### src/rtl/dot_prod_if.sv
// Control/bus bundle between a dot-product sequencer and its host, memories and MAC.
interface dot_prod_if;
    logic       start;
    logic       abort;
    logic [8:0] len;
    logic [7:0] a_base;
    logic [7:0] b_base;
    logic [7:0] addr_a;
    logic [7:0] addr_b;
    logic       mac_clr;
    logic       mac_en;
    logic       busy;
    logic       done;

    modport slave (
        input  start, abort, len, a_base, b_base,
        output addr_a, addr_b, mac_clr, mac_en, busy, done
    );

    modport master (
        output start, abort, len, a_base, b_base,
        input  addr_a, addr_b, mac_clr, mac_en, busy, done
    );
endinterface

### src/rtl/dot_prod_ctrl.sv
// Sequencer for an L-element dot product: walks two synchronous-read memories
// and steers a two-stage multiply-accumulator; every output is a flop.
//
// state | meaning
// IDLE  | waiting for start
// CLR   | one cycle clearing the accumulator
// RUN   | issuing read addresses, one element per cycle
// DRAIN | two cycles letting the MAC product and accumulate stages settle
// DONE  | one-cycle done pulse, accumulator holds the result
module dot_prod_ctrl (
    input  logic      clk,
    input  logic      rst,
    dot_prod_if.slave bus
);
    typedef enum logic [2:0] {IDLE, CLR, RUN, DRAIN, DONE} state_t;

    state_t     state_q, state_d;
    logic [8:0] k_q, k_d;
    logic [8:0] len_q, len_d;
    logic [7:0] a_base_q, a_base_d;
    logic [7:0] b_base_q, b_base_d;
    logic [7:0] addr_a_q, addr_a_d;
    logic [7:0] addr_b_q, addr_b_d;
    logic       drain_q, drain_d;
    logic       mac_clr_q, mac_clr_d;
    logic       mac_en_q, mac_en_d;
    logic       busy_q, busy_d;
    logic       done_q, done_d;

    // rst is expected to be released synchronously to clk by the reset controller
    always_ff @(posedge clk or posedge rst) begin
        if (rst) begin
            state_q   <= IDLE;
            k_q       <= '0;
            len_q     <= '0;
            a_base_q  <= '0;
            b_base_q  <= '0;
            addr_a_q  <= '0;
            addr_b_q  <= '0;
            drain_q   <= 1'b0;
            mac_clr_q <= 1'b0;
            mac_en_q  <= 1'b0;
            busy_q    <= 1'b0;
            done_q    <= 1'b0;
        end else begin
            state_q   <= state_d;
            k_q       <= k_d;
            len_q     <= len_d;
            a_base_q  <= a_base_d;
            b_base_q  <= b_base_d;
            addr_a_q  <= addr_a_d;
            addr_b_q  <= addr_b_d;
            drain_q   <= drain_d;
            mac_clr_q <= mac_clr_d;
            mac_en_q  <= mac_en_d;
            busy_q    <= busy_d;
            done_q    <= done_d;
        end
    end

    always_comb begin
        state_d  = state_q;
        k_d      = k_q;
        len_d    = len_q;
        a_base_d = a_base_q;
        b_base_d = b_base_q;
        drain_d  = drain_q;

        case (state_q)
            IDLE: begin
                if (bus.start) begin
                    state_d  = CLR;
                    len_d    = bus.len;
                    a_base_d = bus.a_base;
                    b_base_d = bus.b_base;
                    k_d      = '0;
                end
            end
            CLR: begin
                k_d     = '0;
                state_d = (len_q == 9'd0) ? DONE : RUN;
            end
            RUN: begin
                if (k_q == len_q - 9'd1) begin
                    state_d = DRAIN;
                    drain_d = 1'b0;
                end else begin
                    k_d = k_q + 9'd1;
                end
            end
            DRAIN: begin
                if (drain_q) state_d = DONE;
                else         drain_d = 1'b1;
            end
            DONE:    state_d = IDLE;
            default: state_d = IDLE;
        endcase

        if (bus.abort && (state_q != IDLE)) state_d = IDLE;

        // Outputs are registered decodes of the next state so they line up with it.
        mac_clr_d = (state_d == CLR);
        mac_en_d  = (state_q == RUN) && (state_d != IDLE);
        busy_d    = (state_d != IDLE);
        done_d    = (state_d == DONE);
        addr_a_d  = (state_d == RUN) ? a_base_q + k_d[7:0] : addr_a_q;
        addr_b_d  = (state_d == RUN) ? b_base_q + k_d[7:0] : addr_b_q;
    end

    assign bus.addr_a  = addr_a_q;
    assign bus.addr_b  = addr_b_q;
    assign bus.mac_clr = mac_clr_q;
    assign bus.mac_en  = mac_en_q;
    assign bus.busy    = busy_q;
    assign bus.done    = done_q;
endmodule

### src/flat_wrapper.sv
// flat-port wrapper written by rule: the top's interface ports become plain ports
module dot_prod_ctrl_flat 
  (clk, rst, bus_start, bus_abort, bus_len, bus_a_base, bus_b_base, bus_addr_a, bus_addr_b, bus_mac_clr, bus_mac_en, bus_busy, bus_done);
  dot_prod_if bus_i ();
  input  logic clk;
  input  logic rst;
  input wire logic [$bits(bus_i.start)-1:0] bus_start;
  input wire logic [$bits(bus_i.abort)-1:0] bus_abort;
  input wire logic [$bits(bus_i.len)-1:0] bus_len;
  input wire logic [$bits(bus_i.a_base)-1:0] bus_a_base;
  input wire logic [$bits(bus_i.b_base)-1:0] bus_b_base;
  output wire logic [$bits(bus_i.addr_a)-1:0] bus_addr_a;
  output wire logic [$bits(bus_i.addr_b)-1:0] bus_addr_b;
  output wire logic [$bits(bus_i.mac_clr)-1:0] bus_mac_clr;
  output wire logic [$bits(bus_i.mac_en)-1:0] bus_mac_en;
  output wire logic [$bits(bus_i.busy)-1:0] bus_busy;
  output wire logic [$bits(bus_i.done)-1:0] bus_done;
  assign bus_i.start = bus_start;
  assign bus_i.abort = bus_abort;
  assign bus_i.len = bus_len;
  assign bus_i.a_base = bus_a_base;
  assign bus_i.b_base = bus_b_base;
  assign bus_addr_a = bus_i.addr_a;
  assign bus_addr_b = bus_i.addr_b;
  assign bus_mac_clr = bus_i.mac_clr;
  assign bus_mac_en = bus_i.mac_en;
  assign bus_busy = bus_i.busy;
  assign bus_done = bus_i.done;
  dot_prod_ctrl u_core (.clk(clk), .rst(rst), .bus(bus_i));
endmodule
### config.mk
export PLATFORM = sky130hd
export DESIGN_NAME = dot_prod_ctrl_flat
export DESIGN_NICKNAME = d
export VERILOG_FILES = /design/src/rtl/dot_prod_if.sv /design/src/rtl/dot_prod_ctrl.sv /design/src/flat_wrapper.sv
export SDC_FILE = /design/constraint.sdc
export NUM_CORES = 1
export LEC_CHECK = 0
export BUFFER_PORTS_ARGS = -buffer_cell sky130_fd_sc_hd__buf_2
export CAP_MARGIN = 20
export CORE_MARGIN = 2
export CORE_UTILIZATION = 47
export DETAILED_ROUTE_END_ITERATION = 8
export PLACE_DENSITY = 0.68
export SYNTH_ARGS = -nofsm -noshare
export SYNTH_HDL_FRONTEND = slang
export SYNTH_SLANG_ARGS = --single-unit
### constraint.sdc
create_clock -name clk -period 7.2 [get_ports clk]
set_clock_uncertainty 0.05 [all_clocks]
set_input_delay 1.44 -clock clk [delete_from_list [all_inputs] [get_ports clk]]
set_output_delay 1.44 -clock clk [all_outputs]
set_load 0.1 [all_outputs]
==> metrics.csv, run 1 <==
metric,value,unit
die-area,7469,sq um
setup_violations,0,
first_global_vias,2448,
drc_errors,0,
cts_tree,built,
synth.distinct_cells,48,
cts_buffers,9,
vdd_drop_max,323.0,uV
dpl.hpwl,4944,um
grt_max_degree,59,
crit_path_cell_trace,inv_1 -> ha_1 -> nor3b_2 -> nor4b_1 -> o2111ai_1 -> a2111o_1 -> o21bai_1 -> a32o_1 -> ha_1 -> a21o_1 -> a21oi_1 -> o21ai_0 -> o41ai_1 -> xnor2_1 -> a211o_1 -> nand3_1,
min_path_type,register to register,
clock_latency,0.33,ns
slew_violations,0,
ys_warn_count,0,
worst_pin_slew,0.7344,ns
syn_nets,338,
cp_num_buf_inv,1,
cp.arrival,4.60,ns
startpoint_type,register,
hold_slack,0.4317,ns
clk_path_buf_depth,2,
post-place-ws,2.808,ns
htreeDepth,3,
cts_hold_buf,0,
slowest_delay,0.53,ns
diodes,0,
setup_ws,2.823,ns
multi_input_area,1673,sq um
power.density,503.4,nW/um^2
wl_per_cell,15.51,um
ys_seq_area_frac,0.4545,
max_cap_violations,0,
crit_path_max_fanout,10,
grt_pass1_wl,11310,um
cp-end-kind,register,
cpMostUsedCell,ha_1,
finalSetupTns,0,ns
power.leakage,1.706,nW
gr-total-overflow,0,
grt_setup_unrepaired,no,
gp_congestion,0.8071,
vias,2420,
nNetsFinal,388,
ant_nets,0,
cts_num_sinks,58,
drt_iter0_drc,127,
yosys_most_used_dff,dfrtp_1,
vias_per_cell,5.694,
seqCellArea,1451,sq um
slew_headroom,0.5040,
synth_area,3193,sq um
grt_usage,0.1952,
path_class,register to register,
fmax,228.5,MHz
first_pass_iters,4,
die_x,86.43,um
initial_core_util,0.4779,
antenna_found_initial,0,
async_flop_share,1.000,
rows,30,
cts_root_buffer,clkbuf_8,
required,7.42,ns
worst_path_max_delay_cell,a2111o_1,
post_cts.repair.setup_buffers,0,
ys_ff_latch,58,
finalHoldViolCount,0,
syn_inst,291,
nFillCells,619,
port_buffers,48,
syn_avg_cell_area,10.97,sq um
final.period_utilization,0.6079,
ios,49,
crit_family,compound AO/OA/AOI/OAI gates,
status,completed,
fin_crit,4.377,ns
synth_edf_count,0,
area_growth,16.50,%
drive_above_1_share,0.3217,
die_y,86.43,um
post_cts_resized,0,
wl,6591,um
core,6681,sq um
clk_pin_slew,0.07,ns
final timing paths:
| path | startpoint | end | slack [ns] | depth (start not counted) |
|---|---|---|---|---|
| worst min register to register | u_core.bus.addr_a[6] | u_core.bus.addr_a[6] | 0.43 | 2 |
| min in group asynchronous | rst | u_core.len_q[7] | 1.26 | 3 |
| max in group asynchronous | rst | u_core.bus.addr_a[5] | 5.38 | 3 |
| worst max-delay path | u_core.len_q[0] | u_core.bus.addr_b[7] | 2.82 | 16 |
| worst max register to register | u_core.len_q[0] | u_core.bus.addr_b[7] | 2.82 | 16 |
| worst min-delay path | u_core.bus.addr_a[6] | u_core.bus.addr_a[6] | 0.43 | 2 |
routing by layer:
metal / vias up / wire length (um) / GRT usage
li1: 1165 / - / -
met5: - / 0 / 0
met4: 0 / 86 / 0.05540
met1: 1184 / 2908 / 0.2435
met2: 63 / 3294 / 0.3301
met3: 8 / 301 / 0.05714
cell usage in the layout (no fill, tap or decap), drive strengths merged, types with 9 or more instances in the layout:
master  netlist  layout
ha           16      16
dfrtp        58      58
nor2         17      17
xnor2        14      14
o21ai        19      19
buf           3      51
clkbuf        9       9
mux2         31      31
a21oi        15      15
nand2        22      22
kinds of logic (layout without fill, tap and decap cells):
group	after synthesis	in the layout	share of synthesized area
flip-flops	58	58	0.4545
AND/OR/NAND/NOR	76	76	0.1219
AO/OA/AOI/OAI	68	68	0.1556
buffers and inverters	18	72	0.02312
XOR/XNOR	22	22	0.06035
adder cells (fa/ha/maj)	18	18	0.07523
multiplexers	31	31	0.1093
registers in the layout, summed over array words and instances, names as in the netlist:
register and count:
u_core.drain_q 1, u_core.k_q 9, u_core.bus.mac_clr 1, u_core.state_q 3
u_core.bus.addr_b 8, u_core.a_base_q 8, u_core.len_q 9, u_core.bus.mac_en 1
u_core.bus.busy 1, u_core.bus.addr_a 8, u_core.b_base_q 8, u_core.bus.done 1
synth_stat cells, types with 2 or more instances:
cell type,n,share of area
dfrtp_1,58,0.45
mux2_2,31,0.11
nand2_1,22,0.026
o21ai_0,19,0.030
nor2_1,17,0.020
ha_1,16,0.063
a21oi_1,15,0.024
xnor2_1,14,0.038
clkbuf_1,9,0.011
nand3_1,8,0.013
xor2_1,8,0.022
inv_1,6,0.0071
a21o_1,5,0.012
o21bai_1,5,0.012
o41ai_1,5,0.014
and3_1,4,0.0078
nand4_1,4,0.0078
nor3_1,4,0.0063
or2_2,3,0.0059
a2111oi_4,2,0.017
a211o_1,2,0.0055
a221oi_1,2,0.0055
buf_2,2,0.0031
fa_1,2,0.013
nand2b_1,2,0.0039
nand3b_1,2,0.0047
nor2b_1,2,0.0039
o31ai_1,2,0.0047
power by group:
group | switching (W) | internal [W]
sequential | 0.000122 | 0.000461
combinational | 0.000663 | 0.000307
clock | 0.000128 | 0.000191
worst reg2reg max path: stages, from the launching register on:
cell,delay [ns]
dfrtp_1,0.42
inv_1,0.09
ha_1,0.22
nor3b_2,0.30
nor4b_1,0.28
o2111ai_1,0.21
a2111o_1,0.53
o21bai_1,0.24
a32o_1,0.30
ha_1,0.28
a21o_1,0.16
a21oi_1,0.19
o21ai_0,0.18
o41ai_1,0.34
xnor2_1,0.14
a211o_1,0.28
nand3_1,0.08
cell type report:
cell class,instances,share of cell area
inverters,6,0.006054
repair buffers,51,0.07164
multi-input cells,215,0.4497
well taps,80,0.02691
clock buffers,9,0.03330
clock inverters,6,0.02220
flip-flops and latches,58,0.3902
per-stage QoR:
| stage | utilization | instance area [sq um] | power, W | std cells |
|---|---|---|---|---|
| floorplan | - | 3193 | 0.001377 | 291 |
| global placement | 0.5242 | 3502 | 0.001532 | 409 |
| detailed placement | 0.5258 | 3513 | 0.001564 | 410 |
| CTS | 0.5567 | 3720 | 0.001890 | 425 |
| global route | 0.5567 | 3720 | 0.001987 | 425 |
| finish | 0.5567 | 3720 | 0.001872 | 425 |
No activity file was read; power rests on OpenSTA's default activity.
==> run 2: changes to the inputs <==
PLACE_DENSITY = 0.71   (was 0.68)
clock period = 3.7 ns   (was 7.2 ns; I/O delays follow)
==> run 2 against run 1 <==
Against the previous run: the run now ends with negative setup slack left; sequential share of layout area decreased by 4.2 points; power increased by 110%; die area unchanged; clock power increased by 63%; worst setup slack got worse by 2.9 ns; sequential power increased by 92%; cell count increased by 10%; register-to-register slack got worse by 2.9 ns; cell area increased by 12%; wire length increased by 14%; critical path depth decreased by 2; fmax increased by 16%.
==> metrics.csv, run 2 (same netlist as run 1, synthesis figures left out) <==
metric,value,unit,change
drive_above_1_share,0.4730,,+0.1513
crit_path_max_fanout,5,,-5
fmax,265.0,MHz,+16%
place_area,3832,sq um,+9.1%
p_sw,0.001919,W,+110%
slew_violations,0,,unchanged
top_regs,"u_core.k_q x9, u_core.len_q x9",,
seqCellArea,1453,sq um,about the same
p_total,0.003900,W,+110%
status,"finished, violations left",,
clk_pin_slew,0.07,ns,about the same
power.leakage,1.959,nW,+15%
cts_num_sinks,58,,unchanged
final.period_utilization,1.020,,+0.4121
max_cap_violations,0,,unchanged
fin_cells,469,,+10%
slew_headroom,0.4813,,-0.02264
core,6681,sq um,unchanged
path_class,register to register,,
die_x,86.43,um,unchanged
grt_usage,0.2075,,+0.01229
final_cell_mix,"57 x dfrtp_1, 48 x buf_2, 46 x buf_4",,
port_buffers,48,,unchanged
grt_pass1_wl,12000,um,+6.1%
clock_latency,0.34,ns,about the same
pwr-share-seq,0.287,,-0.025
multi_input_area,1844,sq um,+10%
wl,7526,um,+14%
area_growth,30.80,%,
gp_congestion,0.8950,,+11%
min_path_type,register to register,,
cts_tree,built,,
ant_nets,0,,unchanged
clkPwrFrac,0.133,,-0.037
required,3.86,ns,-3.56 ns
grt_setup_unrepaired,yes,,
swShare,0.4922,,+0.004531
postLayoutCoreUtil,0.6251,,+0.06835
initial_core_util,0.4779,,unchanged
cp.arrival,3.94,ns,-0.66 ns
first_pass_iters,4,,unchanged
power_frac_comb,0.580,,+0.062
setup_violations,3,,+3
diodes,0,,unchanged
finalHoldViolCount,0,,unchanged
vias,2618,,+8.2%
clk_path_buf_depth,2,,unchanged
intPower,0.001980,W,+110%
die_y,86.43,um,unchanged
wl_per_cell,16.05,um,+3.5%
dpl.hpwl,5463,um,+10%
gr-total-overflow,0,,unchanged
rows,30,,unchanged
worst_pin_slew,0.7769,ns,+0.04244 ns
setup_ws,-0.07382,ns,-2.897 ns
vias_per_cell,5.582,,-2.0%
die-area,7469,sq um,unchanged
cts_buffers,9,,unchanged
violations,negative setup slack,,
drc_errors,0,,unchanged
nNetsFinal,431,,+11%
cts_root_buffer,clkbuf_8,,
fin_area,4177,sq um,+12%
drt_iter0_drc,176,,+39%
fin_crit,3.774,ns,-0.6029 ns
cts_hold_buf,0,,unchanged
power.density,933.7,nW/um^2,+85%
antenna_found_initial,0,,unchanged
final_common_cell,dfrtp_1,,
first_global_vias,2586,,+5.6%
dp.cells,443,,+8.0%
htreeDepth,3,,unchanged
startpoint_type,register,,
ios,49,,unchanged
grt_max_degree,37,,-37%
cp-end-kind,register,,
vdd_drop_max,655.4,uV,+100%
r2r_slack,-0.07,ns,-2.90 ns
nFillCells,547,,-12%
## run 2: cell types whose count changed in the layout (fill, tap and decap cells not counted), moves of 3 or more
cell	previous run	this run
o21ai_0	19	13
buf_4	2	46
o21ai_2	0	3
ha_1	16	12
a21oi_2	0	5
a21oi_1	15	10
ha_4	0	3
nor2_1	17	14
o21ai_1	0	3
o41ai_2	0	5
o41ai_1	5	0
## run 2: final cells by class
cell class / instances / share of cell area
inverters: 6 / 0.005392
flip-flops and latches: 58 / 0.3478
well taps: 80 / 0.02397
multi-input cells: 215 / 0.4416
clock buffers: 11 / 0.03385
clock inverters: 5 / 0.007190
repair buffers: 94 / 0.1402
## run 2: per-stage QoR
stage                     hold slack (ns)  worst slack (ns)  TNS (ns)
after detailed placement           0.4172           -0.2558   -0.9508
after CTS                          0.4326          -0.06048   -0.1253
after floorplan                    0.4179           0.02090         0
after global placement             0.4174           -0.1234   -0.2263
final                              0.4293          -0.07382   -0.1846
after global routing               0.4639           -0.2582    -1.019
## run 2: metal layers
metal,wire length (um),share of wire,global-route usage,vias up
met5,0,0,0,-
met4,159,0.021,0.08097,0
met3,384,0.051,0.05143,19
met2,3634,0.48,0.3476,75
met1,3347,0.44,0.2583,1273
li1,-,-,-,1251
## run 2: worst paths after layout
kind / startpoint / end / cells past startpoint
worst max-delay path: u_core.len_q[2] / u_core.bus.addr_b[6] / 14
worst min-delay path: u_core.bus.addr_a[7] / u_core.bus.addr_a[7] / 2
worst max register to register: u_core.len_q[2] / u_core.bus.addr_b[6] / 14
worst min register to register: u_core.bus.addr_a[7] / u_core.bus.addr_a[7] / 2
max in group asynchronous: rst / u_core.b_base_q[5] / 3
min in group asynchronous: rst / u_core.bus.addr_a[1] / 2
## run 2: critical path: stages, from the launching register on
cell,delay [ns]
dfrtp_2,0.40
or4_4,0.56
a2111oi_4,0.22
nor2_2,0.09
a2111o_1,0.49
a32o_2,0.37
buf_4,0.15
buf_4,0.12
fa_2,0.36
a21o_1,0.18
a21oi_2,0.16
o21bai_1,0.10
a21oi_2,0.16
xor2_1,0.17
o21ai_1,0.07
## run 2: power groups by stage
| stage | sequential [W] | clock [W] | combinational (W) |
|---|---|---|---|
| floorplan | 0.00180 | 0 | 0.000942 |
| global placement | 0.00111 | 0 | 0.00210 |
| detailed placement | 0.00112 | 0 | 0.00216 |
| CTS | 0.00111 | 0.000531 | 0.00221 |
| global route | 0.00116 | 0.000560 | 0.00241 |
| finish | 0.00112 | 0.000519 | 0.00226 |
## run 2: timing repair
action                                  in CTS  in global routing
resized for setup                           10                 14
endpoints found under the setup margin       6                  8
gates cloned                                 0                  0
buffers inserted                             4                  7
pin swaps                                   16                 11
hold endpoints to repair                     0                  0
==> run 3: changes to the inputs <==
PLACE_DENSITY = 0.68   (was 0.71)
clock period = 4.4 ns   (was 3.7 ns; I/O delays follow)
==> run 3 against run 2 <==
Against the previous run: the run now ends clean; cell count shrank 9.0%; sequential cell count is the same; cell area shrank 9.0%; worst setup slack gained 0.35 ns; power shrank 20%; sequential power shrank 15%; critical path type unchanged; largest power group unchanged.
==> metrics.csv, run 3 (same netlist as run 1, synthesis figures left out) <==
metric,value,unit,change
clk_path_buf_depth,2,,unchanged
vdd_drop_max,609.9,uV,-6.9%
clock_latency,0.34,ns,about the same
final_common_cell,dfrtp_1,,
cp-end-kind,register,,
grt_max_degree,32,,-14%
final_cell_mix,"58 x dfrtp_1, 48 x buf_2, 31 x mux2_2",,
cts_num_sinks,58,,unchanged
startpoint_type,register,,
p_sw,0.001494,W,-22%
diodes,0,,unchanged
wl_per_cell,15.39,um,-4.1%
first_pass_iters,5,,+1
top_layer,met4,,
htreeDepth,3,,unchanged
wl_met2,3192,um,-12%
clkPwrFrac,0.180,,+0.047
gp_congestion,0.8378,,-6.4%
fmax,242.4,MHz,-8.5%
finalSetupTns,0,ns,+0.1846 ns
top_regs,"u_core.k_q x9, u_core.len_q x9",,
nNetsFinal,391,,-9.3%
final.period_utilization,0.9376,,-0.08233
dpl.hpwl,4911,um,-10%
slew_headroom,0.5548,,+0.07344
grt_pass1_wl,11030,um,-8.1%
power.density,821.9,nW/um^2,-12%
ant_nets,0,,unchanged
crit_path_cell_trace,or4_4 -> a2111oi_4 -> nor2_1 -> a2111o_1 -> o21bai_1 -> a32o_2 -> ha_1 -> a21o_1 -> a21oi_1 -> o21ai_0 -> o41ai_2 -> xnor2_1 -> a211o_1 -> nand3_1,,
intPower,0.001631,W,-18%
vias_per_cell,5.546,,-0.65%
r2r_cells,14,,unchanged
worst_pin_slew,0.6679,ns,-0.1090 ns
cp.arrival,4.34,ns,+0.40 ns
initial_core_util,0.4779,,unchanged
drive_above_1_share,0.3458,,-0.1272
pwr-share-seq,0.304,,+0.017
wl,6571,um,-13%
r2r_end,u_core.bus.addr_a[7],,
fin_crit,4.126,ns,+0.3517 ns
holdPathEnd,u_core.bus.addr_a[4],,
drc_errors,0,,unchanged
r2r-start,u_core.len_q[0],,
slew_violations,0,,unchanged
cts_hold_buf,0,,unchanged
min_path_type,register to register,,
hold_slack,0.4281,ns,-0.001171 ns
required,4.62,ns,+0.76 ns
worst_path_max_delay_cell,or4_4,,
wl_met3,264,um,-31%
max_cap_violations,0,,unchanged
swShare,0.4780,,-0.01410
power_frac_comb,0.516,,-0.064
drt_iter0_drc,66,,-63%
worst_hold_startpoint,u_core.bus.addr_a[4],,
setup_violations,0,,-3
clk_pin_slew,0.06,ns,about the same
slowest_delay,0.58,ns,+0.02 ns
antenna_found_initial,0,,unchanged
cts_tree,built,,
vias,2368,,-9.5%
die_y,86.43,um,unchanged
path_class,register to register,,
core,6681,sq um,unchanged
hold_path_depth,2,,unchanged
grt_usage,0.1937,,-0.01380
power.leakage,1.763,nW,-10%
first_global_vias,2375,,-8.2%
grt_setup_unrepaired,no,,
crit_start,u_core.len_q[0],,
area_growth,19.04,%,
r2r_slack,0.27,ns,+0.35 ns
die_x,86.43,um,unchanged
ios,49,,unchanged
gr-total-overflow,0,,unchanged
die-area,7469,sq um,unchanged
crit_path_max_fanout,5,,unchanged
drt-met1-wl,3038,um,-9.2%
cts_root_buffer,clkbuf_8,,
status,completed,,
finalHoldViolCount,0,,unchanged
port_buffers,48,,unchanged
cts_buffers,9,,unchanged
rows,30,,unchanged
-- run 3: cell types whose count changed in the layout (fill, tap and decap cells not counted), sizes merged --
cell,change
buf,-40
bufinv,+2
clkbuf,+1
clkinv,-3
clkinvlp,-2
-- run 3: area by class of cell --
cell class / instances / area, sq um
Tap cell: 80 / 100.1
Clock buffer: 12 / 165.2
Clock inverter: 2 / 60.06
Sequential cell: 58 / 1451
Fill cell: 592 / 2880
Inverter: 6 / 22.52
Timing Repair Buffer: 54 / 285.3
Multi-Input combinational cell: 215 / 1717
-- run 3: worst max-delay path by stage --
stage / endpoint / slack (ns)
after floorplan: u_core.bus.addr_a[7] / 0.43
after detailed placement: u_core.bus.addr_a[7] / -0.02
after CTS: u_core.bus.addr_a[7] / 0.09
after global placement: u_core.bus.addr_b[7] / 0.19
after global routing: u_core.bus.addr_a[7] / 0.03
final: u_core.bus.addr_a[7] / 0.27
-- run 3: what timing repair did --
item / in CTS / in global routing
endpoints found under the setup margin: 1 / 4
resized for setup: 0 / 9
cloned: 0 / 0
pin swaps: 1 / 0
buffers inserted: 1 / 0
-- run 3: worst max-delay path, delay by kind of cell (launching register included) --
kind | cells | cell delay, ns
adders and majority gates | 1 | 0.25
xor gates and xnor gates | 1 | 0.13
DFF | 1 | 0.43
and+or+nand+nor | 3 | 0.80
AOI/OAI and AO/OA | 9 | 2.38
-- run 3: power groups by stage --
| stage | logic (W) | registers (W) | clock network [W] |
|---|---|---|---|
| 3_3_place_gp | 0.00158 | 0.000950 | 0 |
| 2_1_floorplan | 0.000750 | 0.00150 | 0 |
| 3_5_place_dp | 0.00161 | 0.000954 | 0 |
| 5_1_grt | 0.00173 | 0.000984 | 0.000596 |
| 4_1_cts | 0.00161 | 0.000948 | 0.000576 |
| 6_report | 0.00161 | 0.000948 | 0.000564 |
-- run 3: per-layer routing --
layer	vias up	GRT usage
li1	1162	-
met1	1146	0.2416
met2	52	0.3238
met3	8	0.05810
met4	0	0.06108
met5	-	0
-- run 3: stage by stage --
step / util / cells / instance area [sq um] / worst slack, ns / power (W)
after floorplan: - / 291 / 3193 / 0.4276 / 0.002253
after global placement: 0.5275 / 412 / 3525 / 0.1913 / 0.002527
after detailed placement: 0.5275 / 412 / 3525 / -0.02304 / 0.002560
after CTS: 0.5624 / 427 / 3757 / 0.09145 / 0.003135
after global routing: 0.5689 / 427 / 3801 / 0.02677 / 0.003311
final: 0.5689 / 427 / 3801 / 0.2745 / 0.003124
